===== src/rtl/ram_read_streamer.sv =====
// Burst read engine for the 64x8 RAM read port: issues addresses, tracks the
// two-cycle read latency with tags, and streams returned bytes through a FIFO.
module ram_read_streamer #(
  parameter int ADDR_W     = 6,
  parameter int DATA_W     = 8,
  parameter int FIFO_DEPTH = 4
) (
  input  logic              clk,
  input  logic              rst,
  input  logic              cmd_valid,
  output logic              cmd_ready,
  input  logic [ADDR_W-1:0] cmd_addr,
  input  logic [ADDR_W:0]   cmd_len,
  output logic [ADDR_W-1:0] ram_read_addr,
  input  logic [DATA_W-1:0] ram_q,
  output logic              m_valid,
  input  logic              m_ready,
  output logic [DATA_W-1:0] m_data,
  output logic              m_last,
  output logic              busy,
  output logic              done
);

  localparam int PW = (FIFO_DEPTH > 1) ? $clog2(FIFO_DEPTH) : 1;
  localparam int CW = $clog2(FIFO_DEPTH + 1);

  typedef enum logic [1:0] {IDLE, ISSUE, DRAIN} state_t;

  state_t            state_q;
  logic [ADDR_W-1:0] addr_q;
  logic [ADDR_W:0]   rem_q;
  logic              done_q;
  logic              s1_q, s1_last_q;
  logic              s2_q, s2_last_q;

  logic [DATA_W-1:0] fd_q [FIFO_DEPTH];
  logic              fl_q [FIFO_DEPTH];
  logic [PW-1:0]     wp_q, rp_q;
  logic [CW-1:0]     cnt_q, cnt_d;
  logic [CW:0]       credit;
  logic              issue, push, pop, last_hs;

  function automatic logic [PW-1:0] ptr_inc(input logic [PW-1:0] p);
    return (p == PW'(FIFO_DEPTH - 1)) ? '0 : p + PW'(1);
  endfunction

  // Reads in flight count against FIFO space so returns always fit.
  assign credit  = {1'b0, cnt_q} + (CW+1)'(s1_q) + (CW+1)'(s2_q);
  assign issue   = (state_q == ISSUE) && (credit < (CW+1)'(FIFO_DEPTH));
  assign push    = s2_q;
  assign m_valid = (cnt_q != '0);
  assign pop     = m_valid && m_ready;
  assign last_hs = pop && m_last;
  assign m_data  = fd_q[rp_q];
  assign m_last  = fl_q[rp_q];

  assign cmd_ready     = (state_q == IDLE) && !rst;
  assign busy          = (state_q != IDLE);
  assign done          = done_q;
  assign ram_read_addr = addr_q;

  always_comb begin
    cnt_d = cnt_q;
    if (push && !pop) cnt_d = cnt_q + CW'(1);
    else if (pop && !push) cnt_d = cnt_q - CW'(1);
  end

  always_ff @(posedge clk or posedge rst) begin
    if (rst) begin
      state_q   <= IDLE;
      addr_q    <= '0;
      rem_q     <= '0;
      done_q    <= 1'b0;
      s1_q      <= 1'b0;
      s1_last_q <= 1'b0;
      s2_q      <= 1'b0;
      s2_last_q <= 1'b0;
    end else begin
      done_q    <= 1'b0;
      s1_q      <= issue;
      s1_last_q <= issue && (rem_q == (ADDR_W+1)'(1));
      s2_q      <= s1_q;
      s2_last_q <= s1_last_q;
      unique case (state_q)
        IDLE: begin
          if (cmd_valid) begin
            if (cmd_len == '0) begin
              done_q <= 1'b1;
            end else begin
              addr_q  <= cmd_addr;
              rem_q   <= cmd_len;
              state_q <= ISSUE;
            end
          end
        end
        ISSUE: begin
          if (issue) begin
            addr_q <= addr_q + ADDR_W'(1);
            rem_q  <= rem_q - (ADDR_W+1)'(1);
            if (rem_q == (ADDR_W+1)'(1)) state_q <= DRAIN;
          end
        end
        DRAIN: begin
          if (last_hs) begin
            done_q  <= 1'b1;
            state_q <= IDLE;
          end
        end
        default: state_q <= IDLE;
      endcase
    end
  end

  always_ff @(posedge clk or posedge rst) begin
    if (rst) begin
      wp_q  <= '0;
      rp_q  <= '0;
      cnt_q <= '0;
      for (int i = 0; i < FIFO_DEPTH; i++) begin
        fd_q[i] <= '0;
        fl_q[i] <= 1'b0;
      end
    end else begin
      cnt_q <= cnt_d;
      if (push) begin
        fd_q[wp_q] <= ram_q;
        fl_q[wp_q] <= s2_last_q;
        wp_q       <= ptr_inc(wp_q);
      end
      if (pop) rp_q <= ptr_inc(rp_q);
    end
  end

  always @(posedge clk) begin
    if (!rst) assert (!(push && cnt_q == CW'(FIFO_DEPTH)));
  end

endmodule

===== config.mk =====
export PLATFORM = sky130hd
export DESIGN_NAME = ram_read_streamer
export DESIGN_NICKNAME = d
export VERILOG_FILES = /design/src/rtl/ram_read_streamer.sv
export SDC_FILE = /design/constraint.sdc
export NUM_CORES = 1
export LEC_CHECK = 0
export ABC_AREA = 1
export CAP_MARGIN = 40
export CELL_PAD_IN_SITES_DETAIL_PLACEMENT = 1
export CELL_PAD_IN_SITES_GLOBAL_PLACEMENT = 1
export CORE_MARGIN = 2
export CORE_UTILIZATION = 40
export CTS_BUF_LIST = sky130_fd_sc_hd__clkbuf_16
export CTS_CLUSTER_SIZE = 14
export DETAILED_ROUTE_END_ITERATION = 7
export PLACE_DENSITY = 0.75
export SYNTH_ARGS = -nofsm -noshare
export SYNTH_HDL_FRONTEND = slang
export SYNTH_SLANG_ARGS = --single-unit

===== constraint.sdc =====
create_clock -name clk -period 2.1 [get_ports clk]
set_input_delay 0.42 -clock clk [delete_from_list [all_inputs] [get_ports clk]]
set_output_delay 0.42 -clock clk [all_outputs]
set_load 0.01 [all_outputs]

==> out/metrics.csv <==
metric;value;unit
status;complete, no violations;
Sw Share;41.09;%
Layout area overhead;29.04;%
port bufs;43;
Reg power frac;32.7;%
Die Wd;93.57;microns
Worst slew margin;58.54;%
CTS tree;yes;
final worst path period need;1.975;ns
DR iter-0 viols;93;
syn_area_per_cell;7.790;sq um
number of buffers created by CTS;9;
Vias/cell;5.082;
post-route cell area;4141;sq um
RD Place Congestion;0.7443;
Antenna Violating Nets Remaining;0;
vias;2917;
Max Slew Vio Count;0;
GRT Residual Overflow;0;
DP HPWL;5635;microns
commonest non-fill, non-tap cell in the layout;nand2_1;
Psw;2831;uW
layout cells sized above 1;8.686;%
GR Util All Layers;20.30;%
Max Clk Rate;506.4;MHz
register area share after synthesis;49.12;%
main combinational cell family by area after synthesis;simple AND/OR/NAND/NOR gates;
required time of the critical path;1.68;ns
internal power;4060;uW
most frequent cells in the layout;nand2_1 (135), dfrtp_1 (63), o21ai_0 (60), nor2_1 (38), inv_1 (35);
clock sink count;63;
placed instance area;3814;sq um
Mapped Area;3209;sq um
Fin. Hold Viols;0;
Die Y;93.57;microns
power density cells;1664;nW/um^2
num ports;44;
H-tree Lvls;3;
diodes inserted;0;
Mapped Nets;448;
Fin Hold WS;0.3579;ns
largest net degree at the start of global routing;64;
leakage;0.002119;uW
Syn Inst Count;412;
total power;6891;uW
critical path peak fanout;2;
drt drc;0;
final worst-path cycle share;94.04;%
RSZ-0062 raised after global routing;no;
Clock Pin Slew Worst Setup and Hold Paths;0.05;ns
Root Buffer;clkbuf_16;
first-pass GRT wire length;13950;microns
worst-margin pin slew;0.6204;ns
Worst setup SP type;register;
CP Data Arrival Time;1.55;ns
Hold Path Class;reg2reg;
CP Class;reg2out;
clock network fraction of design power;21.1;%
post-synthesis register bit count;63;
XOR/XNOR Fraction of Synth Area;0.5458;%
Synth Area in Adders;4.522;%
Die Area;8755;sq um
worst ir drop on vdd;0.0005488;V
initial antenna violation count;0;
clock insertion delay at the later pin of the skew report;0.32;ns
compound-cell area share of the yosys netlist;12.36;%
initial core utilization;41.32;%
endpoints failing setup;0;
maxcap violations;0;
# hold bufs at CTS;0;
First-pass DRT Iterations;4;
mux share of post-synthesis cell area;0.3509;%
Core Region;7767;sq um
clock skew;0.003523;ns
nets;503;
fillers;953;
critical path capture point type;primary output;
final WL;8312;microns
clk buf depth;2;
synth unique cells;29;
row cnt;32;
Synth Warn #;0;
WL/cell;14.48;microns
simple-gate portion of the synthesized area;26.59;%
Comb power frac;46.2;%
vias in the first global route;2916;
## routing by layer
layer | part of all wire (%) | up-vias | track usage (%)
met1 | 44 | 1425 | 25.71
met3 | 3.0 | 11 | 4.271
met4 | 1.3 | 0 | 5.918
li1 | - | 1433 | -
met2 | 51 | 48 | 35.01
met5 | 0 | - | 0
## cells in the mapped netlist
master      n  area share (%)
o21ai_2     1            0.27
fa_1        1            0.62
xor2_1      1            0.27
xnor2_1     1            0.27
ha_1       10             3.9
nand3b_1    2            0.47
inv_2       1            0.12
o21bai_1    1            0.23
buf_2       6            0.94
o31ai_1     2            0.47
nor2_1     39             4.6
clkinv_1    1            0.12
a21oi_1     3            0.47
nand2_1   135              16
clkbuf_1    6            0.70
and2_1      1            0.20
inv_4       1            0.20
nand2_4     1            0.35
nand3_2     1            0.31
o21ai_0    60             9.4
nand4_1     3            0.58
dfrtp_1    63              49
buf_6       1            0.35
nand2_2     2            0.39
nand3_1    24             3.7
mux2_2      1            0.35
or2_2       1            0.20
o22ai_1     8             1.6
inv_1      35             4.1
## kinds of logic (layout without fill, tap and decap cells)
| logic type | after synthesis | after routing |
|---|---|---|
| AND/OR/NAND/NOR | 209 | 209 |
| AO/OA/AOI/OAI | 75 | 75 |
| flip-flops | 63 | 63 |
| buffers and inverters | 51 | 111 |
| adder cells (fa/ha/maj) | 11 | 11 |
| XOR/XNOR | 2 | 2 |
| multiplexers | 1 | 1 |
## repair_timing
action | in CTS | in global routing
endpoints found under the setup margin | 9 | 10
gates resized for setup | 1 | 12
pin swaps | 0 | 0
gates cloned | 0 | 0
setup buffers | 0 | 1
## flip-flops by register name, indices dropped and copies added (netlist names), 2 cells and up
name           cells
cnt_q              3
fd_q              32
state_q            2
rp_q               2
ram_read_addr      6
fl_q               4
wp_q               2
rem_q              7
## cell type report
class | count | area, sq um | share of cell area (%)
inverters | 38 | 145.1 | 3.505
flip-flops and latches | 63 | 1577 | 38.07
clock inverters | 7 | 65.06 | 1.571
multi-input cells | 298 | 1431 | 34.56
repair buffers | 57 | 570.5 | 13.78
clock buffers | 9 | 225.2 | 5.438
well taps | 102 | 127.6 | 3.082
## power groups by stage
| stage | combinational, uW | sequential [uW] | clock [uW] |
|---|---|---|---|
| global route | 3640 | 2330 | 1520 |
| detailed placement | 3210 | 2250 | 0 |
| CTS | 3240 | 2250 | 1470 |
| finish | 3180 | 2250 | 1450 |
| global placement | 3080 | 2220 | 0 |
| floorplan | 2060 | 2140 | 0 |
## critical path, cell delays in order, from the launching register on
cell and delay (ns):
dfrtp_1 0.41, nor2_4 0.13, inv_1 0.06, nor2_1 0.08
clkdlybuf4s50_1 0.54
## through the flow
| stage | setup WS, ns | instances | setup TNS [ns] | utilization (%) |
|---|---|---|---|---|
| finish | 0.1252 | 574 | 0 | 53.32 |
| global placement | -0.04497 | 557 | -0.04497 | 49.10 |
| CTS | -0.1405 | 573 | -0.9264 | 52.82 |
| global route | 0.03071 | 574 | 0 | 53.32 |
| detailed placement | -0.1665 | 557 | -0.1823 | 49.10 |
| floorplan | 0.1103 | 412 | 0 | - |
## path summary, 6_finish.rpt
check / depth (start not counted) / slack [ns] / to / start
max in group asynchronous: 3 / 1.31 / ram_read_addr[4]$_DFFE_PP0P_ / rst
worst min register to register: 0 / 0.36 / s2_last_q$_DFF_PP0_ / s1_last_q$_DFF_PP0_
worst max-delay path: 4 / 0.13 / cmd_ready / state_q[1]$_DFFE_PP0P_
worst min-delay path: 0 / 0.36 / s2_last_q$_DFF_PP0_ / s1_last_q$_DFF_PP0_
worst max register to register: 10 / 0.21 / cnt_q[2]$_DFFE_PP0P_ / cnt_q[1]$_DFFE_PP0P_
min in group asynchronous: 3 / 0.52 / rem_q[3]$_DFFE_PP0P_ / rst
(Power assumes the default switching activity.)
